<file path="src/rtl/qdr_port_arbiter.sv">
`default_nettype none
// ============================================================================
// Module   : qdr_port_arbiter
// Purpose  : Round-robin sharing of a QDRII+ app_* port; in-order read tag FIFO
// Revision : 1.0
// ============================================================================
module qdr_port_arbiter #(
  parameter int NUM_CLIENTS    = 2,
  parameter int ADDR_WIDTH     = 18,
  parameter int APP_DATA_WIDTH = 144,
  parameter int APP_BW_WIDTH   = 16,
  parameter int RD_TAG_DEPTH   = 16
) (
  input  logic                                sys_clk,
  input  logic                                sys_rst,
  input  logic                                init_calib_complete,
  input  logic [NUM_CLIENTS-1:0]              wr_req,
  input  logic [NUM_CLIENTS*ADDR_WIDTH-1:0]   wr_addr,
  input  logic [NUM_CLIENTS*APP_DATA_WIDTH-1:0] wr_data,
  input  logic [NUM_CLIENTS*APP_BW_WIDTH-1:0] wr_bw_n,
  output logic [NUM_CLIENTS-1:0]              wr_gnt,
  input  logic [NUM_CLIENTS-1:0]              rd_req,
  input  logic [NUM_CLIENTS*ADDR_WIDTH-1:0]   rd_addr,
  output logic [NUM_CLIENTS-1:0]              rd_gnt,
  output logic [NUM_CLIENTS-1:0]              rd_data_valid,
  output logic [APP_DATA_WIDTH-1:0]           rd_data,
  output logic                                app_wr_cmd,
  output logic [ADDR_WIDTH-1:0]               app_wr_addr,
  output logic [APP_DATA_WIDTH-1:0]           app_wr_data,
  output logic [APP_BW_WIDTH-1:0]             app_wr_bw_n,
  output logic                                app_rd_cmd,
  output logic [ADDR_WIDTH-1:0]               app_rd_addr,
  input  logic                                app_rd_valid,
  input  logic [APP_DATA_WIDTH-1:0]           app_rd_data,
  output logic [$clog2(RD_TAG_DEPTH):0]       rd_outstanding,
  output logic                                tag_err
);

  localparam int c_ptr_w  = (NUM_CLIENTS > 1) ? $clog2(NUM_CLIENTS) : 1;
  localparam int c_tag_aw = $clog2(RD_TAG_DEPTH);
  localparam int c_cnt_w  = c_tag_aw + 1;

  // First requester strictly after ptr, wrapping modulo NUM_CLIENTS.
  function automatic logic [NUM_CLIENTS-1:0] f_rr_pick(
    input logic [NUM_CLIENTS-1:0] req,
    input logic [c_ptr_w-1:0]     ptr
  );
    logic [NUM_CLIENTS-1:0] gnt;
    logic                   found;
    gnt   = '0;
    found = 1'b0;
    for (int k = 1; k <= NUM_CLIENTS; k++) begin
      for (int i = 0; i < NUM_CLIENTS; i++) begin
        if (!found && req[i] && (i == ((int'(ptr) + k) % NUM_CLIENTS))) begin
          gnt[i] = 1'b1;
          found  = 1'b1;
        end
      end
    end
    return gnt;
  endfunction

  logic [c_ptr_w-1:0]        r_wr_ptr;
  logic [c_ptr_w-1:0]        r_rd_ptr;
  logic [c_ptr_w-1:0]        r_tag_mem [RD_TAG_DEPTH];
  logic [c_tag_aw-1:0]       r_tag_wp;
  logic [c_tag_aw-1:0]       r_tag_rp;
  logic [c_cnt_w-1:0]        r_rd_cnt;
  logic                      r_tag_err;
  logic                      r_app_wr_cmd;
  logic [ADDR_WIDTH-1:0]     r_app_wr_addr;
  logic [APP_DATA_WIDTH-1:0] r_app_wr_data;
  logic [APP_BW_WIDTH-1:0]   r_app_wr_bw_n;
  logic                      r_app_rd_cmd;
  logic [ADDR_WIDTH-1:0]     r_app_rd_addr;
  logic [NUM_CLIENTS-1:0]    r_rd_dv;
  logic [APP_DATA_WIDTH-1:0] r_rd_data;

  logic [NUM_CLIENTS-1:0]    w_wr_gnt;
  logic [NUM_CLIENTS-1:0]    w_rd_gnt;
  logic [c_ptr_w-1:0]        w_wr_idx;
  logic [c_ptr_w-1:0]        w_rd_idx;
  logic [ADDR_WIDTH-1:0]     w_wr_addr_sel;
  logic [APP_DATA_WIDTH-1:0] w_wr_data_sel;
  logic [APP_BW_WIDTH-1:0]   w_wr_bw_sel;
  logic [ADDR_WIDTH-1:0]     w_rd_addr_sel;
  logic [NUM_CLIENTS-1:0]    w_head_oh;
  logic                      w_push;
  logic                      w_pop;
  logic                      w_tag_room;

  assign w_tag_room = (r_rd_cnt < c_cnt_w'(RD_TAG_DEPTH));
  assign w_wr_gnt   = (sys_rst && init_calib_complete) ? f_rr_pick(wr_req, r_wr_ptr) : '0;
  assign w_rd_gnt   = (sys_rst && init_calib_complete && w_tag_room) ?
                      f_rr_pick(rd_req, r_rd_ptr) : '0;
  assign w_push     = |w_rd_gnt;
  assign w_pop      = app_rd_valid && (r_rd_cnt != '0);

  always_comb begin
    w_wr_idx      = '0;
    w_rd_idx      = '0;
    w_wr_addr_sel = '0;
    w_wr_data_sel = '0;
    w_wr_bw_sel   = '1;
    w_rd_addr_sel = '0;
    w_head_oh     = '0;
    for (int i = 0; i < NUM_CLIENTS; i++) begin
      if (w_wr_gnt[i]) begin
        w_wr_idx      = c_ptr_w'(i);
        w_wr_addr_sel = wr_addr[i*ADDR_WIDTH +: ADDR_WIDTH];
        w_wr_data_sel = wr_data[i*APP_DATA_WIDTH +: APP_DATA_WIDTH];
        w_wr_bw_sel   = wr_bw_n[i*APP_BW_WIDTH +: APP_BW_WIDTH];
      end
      if (w_rd_gnt[i]) begin
        w_rd_idx      = c_ptr_w'(i);
        w_rd_addr_sel = rd_addr[i*ADDR_WIDTH +: ADDR_WIDTH];
      end
      w_head_oh[i] = (r_tag_mem[r_tag_rp] == c_ptr_w'(i));
    end
  end

  // Tag storage needs no reset: validity is defined by the pointers and count.
  always_ff @(posedge sys_clk) begin
    if (w_push) begin
      r_tag_mem[r_tag_wp] <= w_rd_idx;
    end
  end

  always_ff @(posedge sys_clk) begin
    if (!sys_rst) begin
      r_wr_ptr      <= c_ptr_w'(NUM_CLIENTS-1);
      r_rd_ptr      <= c_ptr_w'(NUM_CLIENTS-1);
      r_tag_wp      <= '0;
      r_tag_rp      <= '0;
      r_rd_cnt      <= '0;
      r_tag_err     <= 1'b0;
      r_app_wr_cmd  <= 1'b0;
      r_app_wr_addr <= '0;
      r_app_wr_data <= '0;
      r_app_wr_bw_n <= '1;
      r_app_rd_cmd  <= 1'b0;
      r_app_rd_addr <= '0;
      r_rd_dv       <= '0;
      r_rd_data     <= '0;
    end else begin
      r_app_wr_cmd  <= |w_wr_gnt;
      r_app_wr_bw_n <= w_wr_bw_sel;
      if (|w_wr_gnt) begin
        r_wr_ptr      <= w_wr_idx;
        r_app_wr_addr <= w_wr_addr_sel;
        r_app_wr_data <= w_wr_data_sel;
      end
      r_app_rd_cmd <= w_push;
      if (w_push) begin
        r_rd_ptr      <= w_rd_idx;
        r_app_rd_addr <= w_rd_addr_sel;
        r_tag_wp      <= r_tag_wp + 1'b1;
      end
      r_rd_dv <= w_pop ? w_head_oh : '0;
      if (w_pop) begin
        r_rd_data <= app_rd_data;
        r_tag_rp  <= r_tag_rp + 1'b1;
      end
      if (app_rd_valid && (r_rd_cnt == '0)) begin
        r_tag_err <= 1'b1;
      end
      if (w_push && !w_pop) begin
        r_rd_cnt <= r_rd_cnt + 1'b1;
      end else if (!w_push && w_pop) begin
        r_rd_cnt <= r_rd_cnt - 1'b1;
      end
    end
  end

  assign wr_gnt         = w_wr_gnt;
  assign rd_gnt         = w_rd_gnt;
  assign rd_data_valid  = r_rd_dv;
  assign rd_data        = r_rd_data;
  assign app_wr_cmd     = r_app_wr_cmd;
  assign app_wr_addr    = r_app_wr_addr;
  assign app_wr_data    = r_app_wr_data;
  assign app_wr_bw_n    = r_app_wr_bw_n;
  assign app_rd_cmd     = r_app_rd_cmd;
  assign app_rd_addr    = r_app_rd_addr;
  assign rd_outstanding = r_rd_cnt;
  assign tag_err        = r_tag_err;

endmodule
`default_nettype wire

</file>
<file path="config.mk">
export PLATFORM = sky130hd
export DESIGN_NAME = qdr_port_arbiter
export DESIGN_NICKNAME = d
export VERILOG_FILES = /design/src/rtl/qdr_port_arbiter.sv
export SDC_FILE = /design/constraint.sdc
export NUM_CORES = 1
export LEC_CHECK = 0
export CAP_MARGIN = 20
export CORE_AREA = 10 10 337 339
export DETAILED_ROUTE_END_ITERATION = 6
export DIE_AREA = 0 0 347 349
export GPL_TIMING_DRIVEN = 0
export PLACE_DENSITY = 0.35
export SLEW_MARGIN = 40
export SYNTH_ARGS = -nofsm -noshare
export SYNTH_HDL_FRONTEND = slang
export SYNTH_SLANG_ARGS = --single-unit
</file>
<file path="constraint.sdc">
create_clock -name sys_clk -period 4.1 [get_ports sys_clk]
set_input_delay 0.82 -clock sys_clk [delete_from_list [all_inputs] [get_ports sys_clk]]
set_output_delay 0.82 -clock sys_clk [all_outputs]
set_load 0.005 [all_outputs]
</file>
==> results of run 1 <==
## cells in the mapped netlist
cell,number
inv_1,11
mux2i_1,165
a31oi_1,1
nand2_1,303
o21a_1,1
xor2_1,4
or2_2,1
buf_6,11
buf_2,32
mux4_2,4
mux2_2,1
o2111ai_1,1
edfxtp_1,16
and3_1,3
o22a_1,15
nand3_1,7
nor3_1,5
buf_8,1
buf_4,3
buf_1,7
o31ai_1,1
nand2b_1,4
or4_1,1
nor2_1,43
a211oi_1,1
a211o_1,1
o32a_1,1
inv_2,1
clkinv_1,1
a21oi_1,315
ha_1,10
o21ai_0,164
and3b_1,1
or3_1,2
a222oi_1,18
fa_1,1
nand4_1,1
nand3b_1,1
xnor2_1,3
clkinv_2,1
clkbuf_1,83
dfxtp_1,364
## flip-flops by register name, summed over array words and instances, names as in the netlist, named ones only
register	count
app_wr_data	144
rd_data	144
app_rd_addr	18
app_wr_addr	18
app_wr_bw_n	16
r_tag_mem	16
rd_outstanding	5
r_tag_rp	4
r_tag_wp	4
rd_data_valid	2
app_rd_cmd	1
app_wr_cmd	1
r_rd_ptr	1
r_wr_ptr	1
tag_err	1
## layout make-up
type	count	area share
flip-flops and latches	380	0.286
well taps	1403	0.0646
diodes	13	0.00120
clock buffers	79	0.0579
clock inverters	17	0.00612
repair buffers	897	0.330
multi-input cells	1079	0.227
inverters	14	0.00198
plain buffers	135	0.0251
## kinds of logic (layout without fill, tap and decap cells)
| group | after synthesis | count (layout) | synth area share |
|---|---|---|---|
| AO/OA/AOI/OAI | 519 | 519 | 0.189 |
| buffers and inverters | 151 | 1142 | 0.0487 |
| multiplexers | 170 | 170 | 0.120 |
| flip-flops | 380 | 380 | 0.530 |
| other | 0 | 13 | 0 |
| AND/OR/NAND/NOR | 372 | 372 | 0.0990 |
| XOR/XNOR | 7 | 7 | 0.00418 |
| adder cells (fa/ha/maj) | 11 | 11 | 0.00990 |
## worst max-delay path: stages
cell,delay [ns]
clkdlybuf4s50_1,0.55
o2111ai_1,0.15
buf_2,0.33
buf_4,0.30
clkbuf_8,0.28
inv_1,0.06
clkdlybuf4s50_1,0.48
## through the flow
| step | instance area (um^2) | total power (W) | setup TNS [ns] | cells | worst slack (ns) |
|---|---|---|---|---|---|
| 5_1_grt | 27200 | 0.0133 | 0 | 4012 | 0.0361 |
| 3_3_place_gp | 25400 | 0.00808 | -2.15 | 3909 | -0.812 |
| 6_report | 27200 | 0.0127 | 0 | 4017 | 0.284 |
| 2_1_floorplan | 14700 | 0.00579 | 0 | 1610 | 1.21 |
| 4_1_cts | 27200 | 0.0129 | 0 | 4005 | 0.0304 |
| 3_5_place_dp | 25400 | 0.00811 | -0.979 | 3909 | -0.657 |
## what timing repair did
action	in CTS	in global routing
setup buffers	1	0
gates resized for setup	5	2
endpoints found under the setup margin	2	2
pin swaps	1	0
## path summary, 6_finish.rpt
| check | slack [ns] | startpoint | end | depth (start not counted) |
|---|---|---|---|---|
| min | 0.45 | rd_data[114]$_SDFFE_PN0P_ | rd_data[114]$_SDFFE_PN0P_ | 2 |
| max reg2reg | 0.95 | rd_outstanding[0]$_SDFFE_PN0P_ | rd_outstanding[4]$_SDFFE_PN0P_ | 11 |
| max | 0.28 | init_calib_complete | wr_gnt[0] | 7 |
| min reg2reg | 0.45 | rd_data[114]$_SDFFE_PN0P_ | rd_data[114]$_SDFFE_PN0P_ | 2 |
## metal layers
metal,GRT usage,vias up
li1,-,7538
met1,0.179,7709
met2,0.293,613
met3,0.0476,146
met4,0.0403,14
met5,0,-
## power breakdown
part	internal (W)	switching [W]	leakage [nW]
clock	0.00282	0.00186	0.860
sequential	0.00423	0.000314	3.13
combinational	0.00182	0.00161	6.51
total	0.00887	0.00378	10.5
==> out/qor.csv, run 1 <==
stage,metric,value,unit
die,die_w,347,um
cells_and_area,layout_commonest_cell,clkdlybuf4s50_1,
outcome,status,"finished, final reports clean",
synthesis,syn-num-nets,2165,
placed_design,port_buffers,896,
sta,finalHoldViolCount,0,
route,vias_per_cell,3.99,
placed_design,place.gp.congestion,0.860,
route,num_vias,16020,
synthesis,yosysTopAreaCell,dfxtp_1,
global_routing,grt_pass1_wl,138000,um
route,routed_wl,102000,um
die,io_pins,898,
clocking,numCtsBuffers,52,
route,met2WireLength,52900,um
cells_and_area,regArea,0.00777,mm^2
route,postRouteAntennaNets,0,
cells_and_area,nets,3114,
cells_and_area,fin_util,0.255,
route,routedWlPerCell,25.5,um
synthesis,synth_warnings,0,
synthesis,synth_top_area_frac,0.497,
placed_design,dp_hpwl,85200,um
synthesis,ys_types,42,
power,ir_worst_vdd,0.312,mV
sta,rsz0062_at_grt,no,
sta,slew_headroom,0.461,
clocking,h-tree-depth,2,
cells_and_area,area_growth,85.5,%
setup_path,start_kind,primary input,
die,die_h,349,um
setup_path,arrival,3.00,ns
power,powerDensity,465,mW/mm^2
global_routing,antenna_found_initial,43,
sta,fmax,262,MHz
clocking,clk_pin_slew,0.05,ns
global_routing,grt_max_degree,27,
global_routing,grt_pass1_vias,16471,
global_routing,grtUsageTotal,0.160,
synthesis,synth_area_leaders,"dfxtp_1 (50%), mux2i_1 (11%), a21oi_1 (11%)",
clocking,clk_path_buf_depth,3,
die,row_count,120,
sta,setup_viol,0,
cells_and_area,drive_gt1_frac,0.0573,
route,drt_iter0_drc,894,
synthesis,seq_area_frac_synth,0.530,
die,initial_core_util,0.137,
clocking,cts_tree,yes,
synthesis,ys_seq_elements,380,
global_routing,grt-ovfl-total,0,
setup_path,cp.required,3.28,ns
sta,worstMarginPinSlew,0.809,ns
sta,fin_crit_sh,0.931,
clocking,cts_hold_buf,0,
min_path,min_path_type,reg2reg,
cells_and_area,multi_input_area,0.00618,mm^2
power,power_leakage,10.5,nW
sta,layout_min_cycle_time,3.82,ns
clocking,clock_sinks,380,
synthesis,synth_cells,1610,
sta,maxSlewViolCount,0,
synthesis,syn_area,0.0147,mm^2
setup_path,cp_max_fo,10,
cells_and_area,fillers,11519,
route,drc,0,
synthesis,post_synth.cell_area_avg,9.10,um^2
route,met3WireLength,7380,um
clocking,clk_latency,0.61,ns
route,wl_met1,39700,um
clocking,clockRootBuffer,clkbuf_16,
sta,holdWs,0.449,ns
sta,finClkSkew,0.0126,ns
setup_path,endpoint_kind,output port,
flow_run,max-cap-violations,0,
die,coreArea,0.107,mm^2
setup_path,critPathKind,in2out,
die,dieArea,0.121,mm^2
cells_and_area,final_cell_mix,"clkdlybuf4s50_1 (896), dfxtp_1 (364), a21oi_1 (315), nand2_1 (303), mux2i_1 (165)",
route,maxUsedRoutingLayer,met5,
route,drt-pass1-iter-count,6,
No activity file was read; power rests on OpenSTA's default activity.
==> run 2: changes to the inputs <==
Settings changed: CORE_AREA 10 10 337 339 to 10 10 340 342, DIE_AREA 0 0 347 349 to 0 0 350 352.
Clock period 4.1 ns to 4.2 ns, I/O delays scaled along.
==> run 2 against run 1 <==
Effect of this change: setup slack got worse by 0.080 ns; count of clock-buffer cells in the layout rose by 4; critical path depth did not move; utilization decreased by 0.49 points; flip-flop and latch count stayed put; power is 3.3% lower; wire length shrank 0.62%; register-to-register slack better by 0.07 ns; via count decreased by 0.35%; cell area shrank 0.15%; combinational power fell by 2%; hold slack better by 0.0030 ns; largest cell class unchanged.
==> out/qor.csv, run 2 (synthesis results as in run 1) <==
stage,metric,value,unit
die,row_count,121,
global_routing,grt_pass1_wl,137000,um
global_routing,grt_pass1_vias,16552,
global_routing,antenna_found_initial,43,
setup_path,cp_max_fo,10,
power,power_switching,0.00367,W
setup_path,worstReg2RegEnd,rd_outstanding[4]$_SDFFE_PN0P_,
placed_design,place.gp.congestion,0.863,
sta,setup_viol,0,
cells_and_area,fillers,11747,
setup_path,path_cells,clkdlybuf4s50_1 > o2111ai_1 > buf_2 > buf_4 > buf_4 > inv_1 > clkdlybuf4s50_1,
route,drc,0,
sta,rsz0062_at_grt,no,
cells_and_area,final_cell_mix,"clkdlybuf4s50_1 (896), dfxtp_1 (364), a21oi_1 (315), nand2_1 (303), mux2i_1 (165)",
die,die_h,352,um
global_routing,grtUsageTotal,0.157,
power,seqPwrFrac,0.362,
cells_and_area,drive_gt1_frac,0.0558,
setup_path,arrival,3.16,ns
setup_path,endpoint_kind,output port,
setup_path,r2r_slack,1.02,ns
die,initial_core_util,0.135,
sta,fin_crit_sh,0.951,
setup_path,cp.required,3.36,ns
power,p_int,0.00856,W
setup_path,start_kind,primary input,
power,power_leakage,10.5,nW
setup_path,crit_buf_inv,6,
min_path,worstHoldPathCells,2,
cells_and_area,fin_util,0.250,
clocking,clk_path_buf_depth,3,
die,die_w,350,um
setup_path,slowest_delay,0.57,ns
outcome,status,"finished, final reports clean",
clocking,numCtsBuffers,52,
route,routedWlPerCell,25.2,um
route,routed_wl,102000,um
sta,fmax,250,MHz
placed_design,dp_hpwl,84200,um
placed_design,port_buffers,896,
route,num_vias,15964,
clocking,cts_tree,yes,
route,postRouteAntennaNets,0,
setup_path,timing.rr.start,rd_outstanding[0]$_SDFFE_PN0P_,
sta,worstMarginPinSlew,0.798,ns
sta,holdWs,0.452,ns
clocking,clock_sinks,380,
clocking,clk_pin_slew,0.05,ns
power,total_power,0.0122,W
power,p_sw_frac,0.300,
die,io_pins,898,
setup_path,ff2ff_path_depth,11,
power,powerDensity,451,mW/mm^2
min_path,holdPathEnd,rd_data[87]$_SDFFE_PN0P_,
global_routing,grt-ovfl-total,0,
cells_and_area,layout_commonest_cell,clkdlybuf4s50_1,
clocking,h-tree-depth,2,
route,drt_iter0_drc,785,
cells_and_area,nets,3115,
die,coreArea,0.109,mm^2
cells_and_area,area_growth,85.2,%
power,combinationalPowerShare,0.276,
sta,finClkSkew,0.0163,ns
setup_path,cp_top_family,buffers and inverters,
clocking,clk_latency,0.61,ns
sta,slew_headroom,0.465,
route,vias_per_cell,3.95,
sta,layout_min_cycle_time,4.00,ns
min_path,min_path_type,reg2reg,
cells_and_area,multi_input_area,0.00618,mm^2
power,ir_worst_vdd,0.275,mV
flow_run,max-cap-violations,0,
cells_and_area,regArea,0.00777,mm^2
global_routing,grt_max_degree,27,
sta,finalHoldViolCount,0,
setup_path,critPathKind,in2out,
sta,maxSlewViolCount,0,
route,drt-pass1-iter-count,7,
sta,fin_ws,0.204,ns
die,dieArea,0.123,mm^2
power,clkPwrFrac,0.362,
min_path,hp-start,rd_data[87]$_SDFFE_PN0P_,
clocking,clockRootBuffer,clkbuf_16,
placed_design,post-place-ws,-0.675,ns
setup_path,cp_slowest_cell,clkdlybuf4s50_1,
-- run 2: changes by cell type in the layout (fill, tap and decap cells not counted), sizes merged --
cell,previous run,this run
clkinvlp,1,0
bufinv,3,2
inv,13,12
buf,54,57
clkinv,14,8
diode,13,26
clkbuf,161,163
-- run 2: timing repair --
item	4_1_cts	5_1_grt
setup endpoints to repair	2	4
hold buffers	0	0
pin swaps	1	0
setup buffers	1	0
resized for setup	3	4
-- run 2: through the flow --
stage                     instance area [um^2]  TNS [ns]  std cells
after global placement                   25400     -4.66       3920
final                                    27100         0       4037
after floorplan                          14700         0       1610
after CTS                                27100         0       4012
after global routing                     27100         0       4031
after detailed placement                 25400     -1.32       3920
-- run 2: worst min-delay path: stages (launching register included) --
cell and delay (ns):
dfxtp_1 0.30, nand2_1 0.05, a21oi_1 0.05
-- run 2: layout make-up --
class | count | area share
multi-input combinational | 1079 | 0.228
clock inverter | 8 | 0.00332
tap | 1414 | 0.0652
inverter | 14 | 0.00198
buffer | 136 | 0.0250
antenna | 26 | 0.00240
sequential | 380 | 0.286
timing repair buffer | 897 | 0.331
clock buffer | 83 | 0.0578
-- run 2: worst max-delay path by stage --
| stage | start | end | slack, ns | cells after the start |
|---|---|---|---|---|
| 6_report | init_calib_complete | wr_gnt[0] | 0.20 | 7 |
| 5_1_grt | init_calib_complete | rd_gnt[1] | 0.03 | 6 |
| 4_1_cts | init_calib_complete | wr_gnt[0] | 0.01 | 7 |
| 3_5_place_dp | init_calib_complete | wr_gnt[1] | -0.67 | 7 |
| 3_3_place_gp | init_calib_complete | wr_gnt[0] | -0.68 | 7 |
| 2_1_floorplan | sys_rst | rd_gnt[1] | 1.27 | 5 |
-- run 2: routing by layer --
metal / global-route usage / wire, um / vias to the layer above
met5: 0 / 117 / -
met4: 0.0554 / 2520 / 18
met3: 0.0632 / 9650 / 141
met2: 0.267 / 50000 / 613
met1: 0.175 / 39400 / 7652
li1: - / - / 7540
-- run 2: power by group through the flow --
stage | clock (W) | sequential [W] | combinational, W
2_1_floorplan | 0 | 0.00450 | 0.00116
3_3_place_gp | 0 | 0.00448 | 0.00344
3_5_place_dp | 0 | 0.00450 | 0.00343
4_1_cts | 0.00462 | 0.00444 | 0.00345
5_1_grt | 0.00474 | 0.00450 | 0.00366
6_report | 0.00442 | 0.00443 | 0.00337
==> run 3: changes to the inputs <==
Settings changed: HOLD_SLACK_MARGIN from default to 0.12.
==> results of run 3 <==
Final layout, timing and power as in run 2 (identical DEF).
==> variant 1 (flow settings as in run 2) <==
Put one more register stage on the output `tag_err`, without a reset. The value now appears one clock later. The other outputs are not delayed to match.
--- a/src/rtl/qdr_port_arbiter.sv
+++ b/src/rtl/qdr_port_arbiter.sv
@@ -183,7 +183,9 @@
   assign app_rd_cmd     = r_app_rd_cmd;
   assign app_rd_addr    = r_app_rd_addr;
   assign rd_outstanding = r_rd_cnt;
-  assign tag_err        = r_tag_err;
+  always_ff @(posedge sys_clk) begin
+    tag_err <= r_tag_err;
+  end
 
 endmodule
 `default_nettype wire
Formal check against the unedited RTL: not equivalent (Yosys sat finds a counterexample within 4 cycles, from zero or initial values and one cycle with sys_rst low).
==> variant 1 against run 2 <==
- via count shrank 0.32%
- synthesized cell count is essentially flat
- routed wire length shrank 2.1%
- setup slack gained 61 ps
- power grew 0.56%
- sequential cell count grew 1
- highest routed layer unchanged
- cell area grew 0.18%
- synthesized area grew 0.14%
==> variant 1: results (changes against run 2) <==
end-of-flow core utilization 25.1% (+0.044 points); H-tree lvl count 2 (unchanged); cell total after placement 3922 (+0.051%); Crit path max-delay family buffers and inverters; total clock buffers created by CTS 52 (unchanged); cells taking the most area after synthesis sky130_fd_sc_hd__dfxtp_1, sky130_fd_sc_hd__mux2i_1, sky130_fd_sc_hd__a21oi_1; Synth Area per Inst 9.11 µm² (about the same); clock skew after layout 20.2 ps (+3.89 ps); most frequent cells after synthesis sky130_fd_sc_hd__dfxtp_1, sky130_fd_sc_hd__a21oi_1, sky130_fd_sc_hd__nand2_1; largest net degree at the start of global routing 27 (unchanged); CP max FO 19 (+9); Overall Global Routing Usage 15.4% (-0.32 points); starting DRC count in detailed routing 873 (+11%); max-capacitance violation count 0 (unchanged); Routed WL 99.4 mm (-2.1%); maximum clock insertion buffer count 3 (unchanged); worst slew pin tran 827 ps (+29.7 ps); Root Buffer Master sky130_fd_sc_hd__clkbuf_16; latest clock arrival within the worst-skew pair 630 ps (+20 ps); data arrival time at the worst-slack endpoint 3090 ps (-70 ps); net count reported at finish 3116 (+0.032%); number of antenna violations at the first check in global routing 23 (-47%); syn_nets 2166 (+0.046%); post-cts gate resize count 2 (-1); leakage power 10.5 nW (+0.37%); number of enable flip-flop cells after synthesis 16 (unchanged); pre-CTS worst setup slack -390 ps (+285 ps); via count of the first global-routing pass 16900 (+1.9%); outcome finished, final reports clean; FF-to-FF path depth 11 (unchanged); proportion of synthesized chip area in sequential cells 53.1% (+0.064 points); Cell Count, Final, Fillers Out 4030 (-0.17%); worst IR drop on VDD 0.000304 V (+10%); min-delay worst type reg -> reg; post-DP HPWL 82.0 mm (-2.6%); instance area at placement 25400 µm² (+0.12%); stage delay of the slowest cell on the critical path 550 ps (-20 ps); async set or reset register ratio after synthesis 0% (unchanged); hold path depth 0 (-2); share of post-route cells with drive strength above 1 5.91% (+0.33 points); first-pass GRT wire length 136 mm (-1.2%); Pre-Repair DR Iteration Count 5 (-2); P_sw 3.70 mW (+0.74%); distinct cell type count of the synthesized netlist 42 (unchanged); via density per instance 3.95 (-0.15%); final RePlAce weighted congestion 0.877 (+1.6%)
==> variant 1: cell types whose count changed after synthesis, sizes merged <==
| cell | delta |
|---|---|
| dfxtp | +1 |
==> variant 1: final timing paths <==
| check | slack (ps) | startpoint | endpoint |
|---|---|---|---|
| worst max register to register | 1050 | rd_outstanding[0] | rd_outstanding[4] |
| worst max-delay path | 270 | init_calib_complete | wr_gnt[1] |
| worst min-delay path | 350 | r_tag_err | tag_err |
| worst min register to register | 350 | r_tag_err | tag_err |
==> variant 1: power groups by stage <==
stage / Clock (mW) / Sequential (mW) / Combinational, mW
floorplan: 0 / 4.51 / 1.16
CTS: 4.71 / 4.46 / 3.43
global placement: 0 / 4.51 / 3.41
finish: 4.51 / 4.45 / 3.34
detailed placement: 0 / 4.53 / 3.41
global route: 4.82 / 4.52 / 3.65
==> variant 1: area by class of cell <==
type,instances,area (µm²)
fill,11800,81400
timing repair buffer,898,8980
sequential,381,7790
multi-input combinational,1079,6180
tap,1414,1770
clock buffer,84,1610
buffer,135,673
clock inverter,13,106
inverter,14,53.8
antenna,12,30.0
==> variant 1: cells by family after synthesis <==
kind of cell / share of synthesized area [%]
mux: 11.9
buf+inv: 4.86
simple gates: 9.89
compound gates: 18.8
fa+ha+maj: 0.989
flops: 53.1
xor+xnor: 0.418
==> variant 1: worst register-to-register path: cells and delay by family, from the launching register on <==
kind | cells | cell delay (ps)
simple gates | 1 | 600
fa+ha+maj | 2 | 620
compound gates | 4 | 750
buf+inv | 3 | 550
flops | 1 | 360
mux | 1 | 200
==> variant 1: per-layer routing <==
layer | track usage, % | up-vias | part of all wire, %
met1 | 17.1 | 7678 | 39
met2 | 27.6 | 582 | 51
met4 | 3.94 | 12 | 1.9
met5 | 0 | - | 0.083
met3 | 5.31 | 100 | 8.4
li1 | - | 7541 | -
==> variant 2 (flow settings as in run 2) <==
Without the edit above. `APP_BW_WIDTH`: 16 -> 20.
--- a/src/rtl/qdr_port_arbiter.sv
+++ b/src/rtl/qdr_port_arbiter.sv
@@ -8,7 +8,7 @@
   parameter int NUM_CLIENTS    = 2,
   parameter int ADDR_WIDTH     = 18,
   parameter int APP_DATA_WIDTH = 144,
-  parameter int APP_BW_WIDTH   = 16,
+  parameter int APP_BW_WIDTH   = 20,
   parameter int RD_TAG_DEPTH   = 16
 ) (
   input  logic                                sys_clk,
Interface: changed (resized app_wr_bw_n and wr_bw_n); port bits go from 898 to 910. The function was not compared with the original's and may differ.
==> variant 2 against run 2 <==
- synthesized area rose by 3.3%
- critical path type unchanged
- power increased by 0.71%
- utilization grew 0.61 points
- clock power grew 2%
- cell area grew 2.4%
- hold slack worse by 1.6 ps
- sequential share of layout area fell by 0.39 points
- non-clock buffer count rose by 16
- largest power group is now clock
- setup slack worse by 0.63 ps
- highest routed layer unchanged
- routed wire length is 0.59% higher
- sequential cell count increased by 4
==> variant 2: results (changes against run 2) <==
crit path to rd_gnt[1]; share of post-route cells with drive strength above 1 7.28% (+1.7 points); distinct cell type count of the synthesized netlist 45 (+7.1%); outcome finished, final reports clean; routed wire length on met2 49.5 mm (-0.85%); mux share of post-synthesis cell area 1.00% (-11 points); syn_nets 2187 (+1.0%); number of buffers added on ports 908 (+1.3%); cell total after placement 3949 (+0.74%); first-pass GRT wire length 138 mm (+0.31%); starting DRC count in detailed routing 911 (+16%); Pre-Repair DR Iteration Count 5 (-2); WHS Endpoint rd_data[70]; count of clock buffers in the final design 71 (-14%); fraction of area in non-clock buffers 35.4% (-0.17 points); compound-cell area share of the yosys netlist 26.7% (+7.8 points); Overall Global Routing Usage 15.8% (+0.093 points); post-CTS repair timing setup buffer count 2 (+1); area of the multi-input gates 6570 µm² (+6.4%); met2 GRT Util 27.4% (+0.68 points); routed metal-1 wirelength 40.3 mm (+2.4%); Ant. Diodes 6 (-77%); design internal power 8.64 mW (+0.96%); cells taking the most area after synthesis sky130_fd_sc_hd__dfxtp_1, sky130_fd_sc_hd__nand2_1, sky130_fd_sc_hd__a21boi_0; Synth Area per Inst 9.32 µm² (+2.4%); proportion of synthesized chip area in sequential cells 51.8% (-1.1 points); number of antenna violations at the first check in global routing 22 (-49%); layout filler cell count 11700 (-0.69%); Root Buffer Master sky130_fd_sc_hd__clkbuf_16; total number of multi-input combinational cells 1091 (+1.1%); total clock buffers created by CTS 50 (-3.8%); net count reported at finish 3152 (+1.2%); non-clock inverter instance count of the final layout 13 (-1); arithmetic-cell share of the synthesized area counting full adders, half adders and majority gates 0.959% (-0.031 points); logic gate share of total power 27.3% (-0.3 points); total of plain and repair buffers excluding clock buffers 1049 (+1.5%); post-DP HPWL 86.1 mm (+2.3%); via count of the first global-routing pass 16900 (+2.0%); sinks on the clock net 384 (+1.1%); CP max FO 26 (+16); met3 usage 6.60% (+0.28 points); headroom to the max-slew limit 45.1% (-1.3 points); final RePlAce weighted congestion 0.846 (-2.0%); Routed WL 102 mm (+0.59%); met1 track demand over resource 17.8% (+0.26 points); post-cts gate resize count 1 (-2); via density per instance 3.95 (-0.17%); share of final layout cell area taken by clock buffers and inverters 6.13% (+0.018 points); register share of total power 36.0% (-0.2 points); most frequent cells after synthesis sky130_fd_sc_hd__nand2_1, sky130_fd_sc_hd__dfxtp_1, sky130_fd_sc_hd__a21boi_0, sky130_fd_sc_hd__a22oi_1, sky130_fd_sc_hd__a21boi_1; flip-flop and latch share of the layout cell area 28.2% (-0.39 points); xor/xnor cell area share of the yosys netlist 0.405% (-0.013 points)
[variant 2: cell types whose count changed after synthesis, moves of 28 or more]
cell and change:
sky130_fd_sc_hd__a21oi_1 -310, sky130_fd_sc_hd__a21boi_0 +160, sky130_fd_sc_hd__a22oi_1 +160, sky130_fd_sc_hd__mux2i_1 -160, sky130_fd_sc_hd__nand2_1 +157, sky130_fd_sc_hd__o21ai_0 -156
sky130_fd_sc_hd__a21boi_1 +127, sky130_fd_sc_hd__nor2_1 -28
[variant 2: stage by stage]
step | power [mW] | setup slack (ps) | hold slack [ps] | area (µm²)
4_1_cts | 12.6 | 15.0 | 452 | 27800
5_1_grt | 13.0 | 75.6 | 463 | 27800
3_5_place_dp | 7.97 | -574 | 445 | 26100
2_1_floorplan | 5.66 | 1190 | 451 | 15100
3_3_place_gp | 7.94 | -1070 | 442 | 26000
6_report | 12.3 | 203 | 450 | 27800
